### src/rtl/urv_imem_arbiter_pkg.sv
// Shared types and defaults for the instruction-RAM arbiter slice.
// Optional host-lock feature is enabled by defining URV_IMEM_ARB_HOST_LOCK_EN.
package urv_imem_arbiter_pkg;

  localparam int unsigned HOST_WAIT_DEF = 3;

  typedef enum logic {
    S_FETCH = 1'b0,
    S_HACK  = 1'b1
  } arb_state_t;

  // Counter width able to hold max_val, never narrower than one bit.
  function automatic int unsigned cnt_width(input int unsigned max_val);
    return (max_val < 1) ? 1 : $clog2(max_val + 1);
  endfunction

endpackage

### src/rtl/urv_imem_starve_cnt.sv
// Saturating count of consecutive cycles a pending host request was denied.
module urv_imem_starve_cnt
  import urv_imem_arbiter_pkg::*;
#(
  parameter int unsigned MAX = HOST_WAIT_DEF
) (
  input  logic clk_i,
  input  logic rst_i,
  input  logic inc,
  input  logic clr,
  output logic sat
);

  localparam int unsigned W = cnt_width(MAX);

  logic [W-1:0] cnt_q;

  always_ff @(posedge clk_i) begin
    if (rst_i || clr) begin
      cnt_q <= '0;
    end else if (inc && !sat) begin
      cnt_q <= cnt_q + 1'b1;
    end
  end

  assign sat = (cnt_q == W'(MAX));

endmodule

### src/rtl/urv_imem_arbiter.sv
// Per-cycle arbiter sharing one synchronous instruction RAM between fetch and a host port.
// Define URV_IMEM_ARB_HOST_LOCK_EN to add h_lock_i (host wins every fetch-state cycle).
module urv_imem_arbiter
  import urv_imem_arbiter_pkg::*;
#(
  parameter int unsigned AW        = 10,
  parameter int unsigned HOST_WAIT = HOST_WAIT_DEF
) (
  input  logic          clk_i,
  input  logic          rst_i,
  input  logic [31:0]   im_addr_i,
  output logic [31:0]   im_data_o,
  output logic          im_valid_o,
  input  logic          h_req_i,
  input  logic          h_we_i,
  input  logic [31:0]   h_addr_i,
  input  logic [31:0]   h_wdata_i,
  input  logic [3:0]    h_wsel_i,
`ifdef URV_IMEM_ARB_HOST_LOCK_EN
  input  logic          h_lock_i,
`endif
  output logic          h_ack_o,
  output logic [31:0]   h_rdata_o,
  output logic [AW-1:0] mem_addr_o,
  output logic [31:0]   mem_wdata_o,
  output logic [3:0]    mem_wr_o,
  input  logic [31:0]   mem_rdata_i
);

  arb_state_t state_q, state_d;
  logic       host_lock;
  logic       host_win;
  logic       starve_inc;
  logic       starve_sat;
  logic       im_valid_q;
  logic       hack_we_q;
  logic       unused_addr_bits;

`ifdef URV_IMEM_ARB_HOST_LOCK_EN
  assign host_lock = h_lock_i;
`else
  assign host_lock = 1'b0;
`endif

  // Address bits outside the RAM word index alias by design.
  assign unused_addr_bits = ^{im_addr_i[31:AW+2], im_addr_i[1:0],
                              h_addr_i[31:AW+2], h_addr_i[1:0]};

  always_comb begin
    state_d    = S_FETCH;
    host_win   = 1'b0;
    starve_inc = 1'b0;
    mem_addr_o = im_addr_i[AW+1:2];
    mem_wr_o   = '0;
    if (state_q == S_FETCH) begin
      if (h_req_i && (starve_sat || host_lock)) begin
        host_win   = 1'b1;
        state_d    = S_HACK;
        mem_addr_o = h_addr_i[AW+1:2];
        // A write granted in a reset cycle must never reach the RAM.
        if (h_we_i && !rst_i) begin
          mem_wr_o = h_wsel_i;
        end
      end else begin
        starve_inc = h_req_i;
      end
    end
  end

  urv_imem_starve_cnt #(
    .MAX (HOST_WAIT)
  ) u_starve_cnt (
    .clk_i (clk_i),
    .rst_i (rst_i),
    .inc   (starve_inc),
    .clr   (!starve_inc),
    .sat   (starve_sat)
  );

  always_ff @(posedge clk_i) begin
    if (rst_i) begin
      state_q    <= S_FETCH;
      im_valid_q <= 1'b0;
      hack_we_q  <= 1'b0;
    end else begin
      state_q    <= state_d;
      im_valid_q <= !host_win;
      hack_we_q  <= h_we_i;
    end
  end

  assign mem_wdata_o = h_wdata_i;
  assign im_data_o   = mem_rdata_i;
  assign im_valid_o  = im_valid_q;
  assign h_ack_o     = (state_q == S_HACK);
  assign h_rdata_o   = (h_ack_o && !hack_we_q) ? mem_rdata_i : '0;

endmodule
### config.mk
export PLATFORM = sky130hd
export DESIGN_NAME = urv_imem_arbiter
export DESIGN_NICKNAME = d
export VERILOG_FILES = /design/src/rtl/urv_imem_arbiter_pkg.sv /design/src/rtl/urv_imem_starve_cnt.sv /design/src/rtl/urv_imem_arbiter.sv
export SDC_FILE = /design/constraint.sdc
export NUM_CORES = 1
export LEC_CHECK = 0
export CAP_MARGIN = 20
export CORE_AREA = 2 2 95 97
export CTS_BUF_LIST = sky130_fd_sc_hd__clkbuf_16
export CTS_CLUSTER_DIAMETER = 120
export DETAILED_ROUTE_END_ITERATION = 8
export DIE_AREA = 0 0 97 99
export PLACE_DENSITY = 0.65
export SKIP_CTS_REPAIR_TIMING = 1
export SLEW_MARGIN = 20
export SYNTH_ARGS = -nofsm -noshare
export SYNTH_HDL_FRONTEND = slang
export SYNTH_SLANG_ARGS = --single-unit
export TNS_END_PERCENT = 20
### constraint.sdc
create_clock -name clk_i -period 1.9 [get_ports clk_i]
set_input_delay 0.38 -clock clk_i [delete_from_list [all_inputs] [get_ports clk_i]]
set_output_delay 0.38 -clock clk_i [all_outputs]
set_load 0.01 [all_outputs]
==> results.md <==
- Status: finished, final reports clean
- Hold Path Class: input pin to flop
- VDD IR max: 0.289 mV
- Pins Over Slew Limit: 0
- CP startpoint kind: flop
- Cell row count: 34
- Clock buffer depth: 2
- Hold_ws: 0.489 ns
- Crit path from: u_starve_cnt.cnt_q[0]
- Synth Warn #: 0
- R2r setup slk: 0.90 ns
- Layout area overhead: 120%
- Setup ws final: 0.0591 ns
- PD cells: 310 nW/um^2
- Fin crit share: 96.9%
- RR Startpoint: u_starve_cnt.cnt_q[0]
- Via Count: 1076
- Final cell count without fillers: 318
- Clk slew on worst S/H paths: 0.03 ns
- Core area: 8550 sq um
- Placed cell count: 314
- Total Wirelength: 3.50 mm
- R2R depth: 3
- Worst-Margin Slew: 0.199 ns
- Global placement routability congestion: 0.776
- TritonRoute pass-1 iters: 2
- Final HPWL DP: 2.94 mm
- Crit Path Class: flop to output pin
- Hold violation total from the final report: 0
- Setup crit end: mem_addr_o[9]
- Sequential cell area fraction in the yosys report: 9.36%
- Design Power: 730 uW
- Synth Cell Area: 1070 sq um
- Relative slew slack: 86.7%
- Nets: 348
- Io pins: 248
- Post-placement worst setup slack: -0.469 ns
- Post-Synthesis Cells: 129
- Filler cells: 904
- Port bufs: 139
- Wire per inst: 11.0 microns
- Num CTS Buffers: 3
- Htree depth: 1
- Yosys cell types: 16
- Worst reg2reg path endpoint: u_starve_cnt.cnt_q[0]
- Post-synth top area cell: buf_4
- Crit path time final: 1.84 ns
- Global route total overflow: 0
- WP data required: 1.52 ns
- Vias in the first global route: 1094
- Fin util: 27.6%
- Mapped Nets: 266
- Total GRT Usage: 6.45%
- CTS Sinks: 5
- Leak: 0.00165 uW
- Crit Path Max Fanout: 11
- Die Width: 97 microns
- Vias per cell: 3.38
- Synth top area cells: buf_4 45%, and2_1 19%, mux2_4 13%
- Residual DRC: 0
- Starting density of the core: 12.5%
- Syn avg cell area: 8.29 sq um
- Diode count: 0
- Layout cells sized above 1: 13.8%
- CTS root buf: clkbuf_16
- Most common cell after layout, fill and taps aside: clkdlybuf4s50_1
- Max-cap violations: 0
- CTS tree: yes
- Die Y: 99 microns
- Drt initial violations: 4
- RSZ-0062 raised after global routing: false
- Yosys reg bits: 5
- Die ar.: 9600 sq um
- Clock Latency Late Sink: 0.22 ns
- FMAX: 543 MHz
- Final setup violation count: 0
- Worst Clk Skew: 0.000279 ns
- Crit end category: output pin
- CP arrival: 1.46 ns
- Final ANT Viol Nets: 0
- First-pass GRT wire length: 5.16 mm
- Commonest non-fill, non-tap cells in the layout: 91 x clkdlybuf4s50_1, 45 x dlymetal6s2s_1, 33 x and2_1, 9 x mux2_4
- Area fraction of the dominant cell type after synthesis: 44.9%
- Antenna violations before repair: 0
- Largest net degree at the start of global routing: 33
[cell type report]
cell class,instances,area (sq um),share of cell area (%)
Sequential cell,5,103,4.35
Clock inverter,1,3.75,0.159
Clock buffer,3,75.1,3.18
Tap cell,108,135,5.73
Timing Repair Buffer,145,1560,66.1
Multi-Input combinational cell,56,483,20.5
[critical path, cell delays in order, from the launching register on]
cell	delay, ns
dfxtp_2	0.31
ha_2	0.19
nand3b_4	0.09
buf_12	0.14
mux2_2	0.34
dlymetal6s2s_1	0.17
[kinds of logic (layout without fill, tap and decap cells)]
kind of cell	Yosys count	count (layout)	synth area share [%]
muxes	10	10	13.7
adders and majority gates	1	1	1.17
buffers and inverters	68	149	47.0
and+or+nand+nor	45	45	28.8
DFF	5	5	9.36
[worst min path at each step]
stage,startpoint,end,slack [ns],cells past startpoint
after CTS,u_starve_cnt.cnt_q[0],u_starve_cnt.cnt_q[0],0.60,1
after detailed placement,u_starve_cnt.cnt_q[0],u_starve_cnt.cnt_q[0],0.59,1
after global placement,u_starve_cnt.cnt_q[0],u_starve_cnt.cnt_q[0],0.59,1
after global routing,rst_i,hack_we_q,0.53,3
after floorplan,rst_i,hack_we_q,0.45,1
final,rst_i,im_valid_o,0.49,3
[cell usage after synthesis, drive strengths merged]
library cell / n
and2: 33
ha: 1
clkbuf: 3
nor2b: 2
buf: 65
nor3b: 1
mux2: 10
and2b: 1
and4: 4
and4bb: 1
nor2: 1
nand3b: 1
and4b: 1
dfxtp: 5
[flip-flops by register name, summed over array words and instances, names as in the netlist]
signal              flops
hack_we_q               1
im_valid_o              1
u_starve_cnt.cnt_q      2
h_ack_o                 1
[per-layer routing]
| layer | share of wire (%) | vias up | wire length (microns) | global-route usage (%) |
|---|---|---|---|---|
| li1 | - | 514 | - | - |
| met1 | 35 | 471 | 1240 | 6.86 |
| met2 | 51 | 89 | 1800 | 11.1 |
| met3 | 13 | 2 | 453 | 3.19 |
| met4 | 0.23 | 0 | 8 | 2.28 |
| met5 | 0 | - | 0 | 0 |
[metrics by stage]
stage                     setup TNS [ns]  instance area, sq um
final                                  0                  2360
after global routing                   0                  2360
after CTS                          -9.57                  2240
after detailed placement           -6.19                  2160
after global placement             -5.98                  2160
after floorplan                        0                  1070
[power breakdown]
part | internal [uW] | switching [uW] | total [uW]
sequential | 110 | 1.44 | 112
combinational | 204 | 77.6 | 282
clock | 272 | 64.8 | 337
total | 587 | 144 | 730
Power figures use the tool's default switching activity.
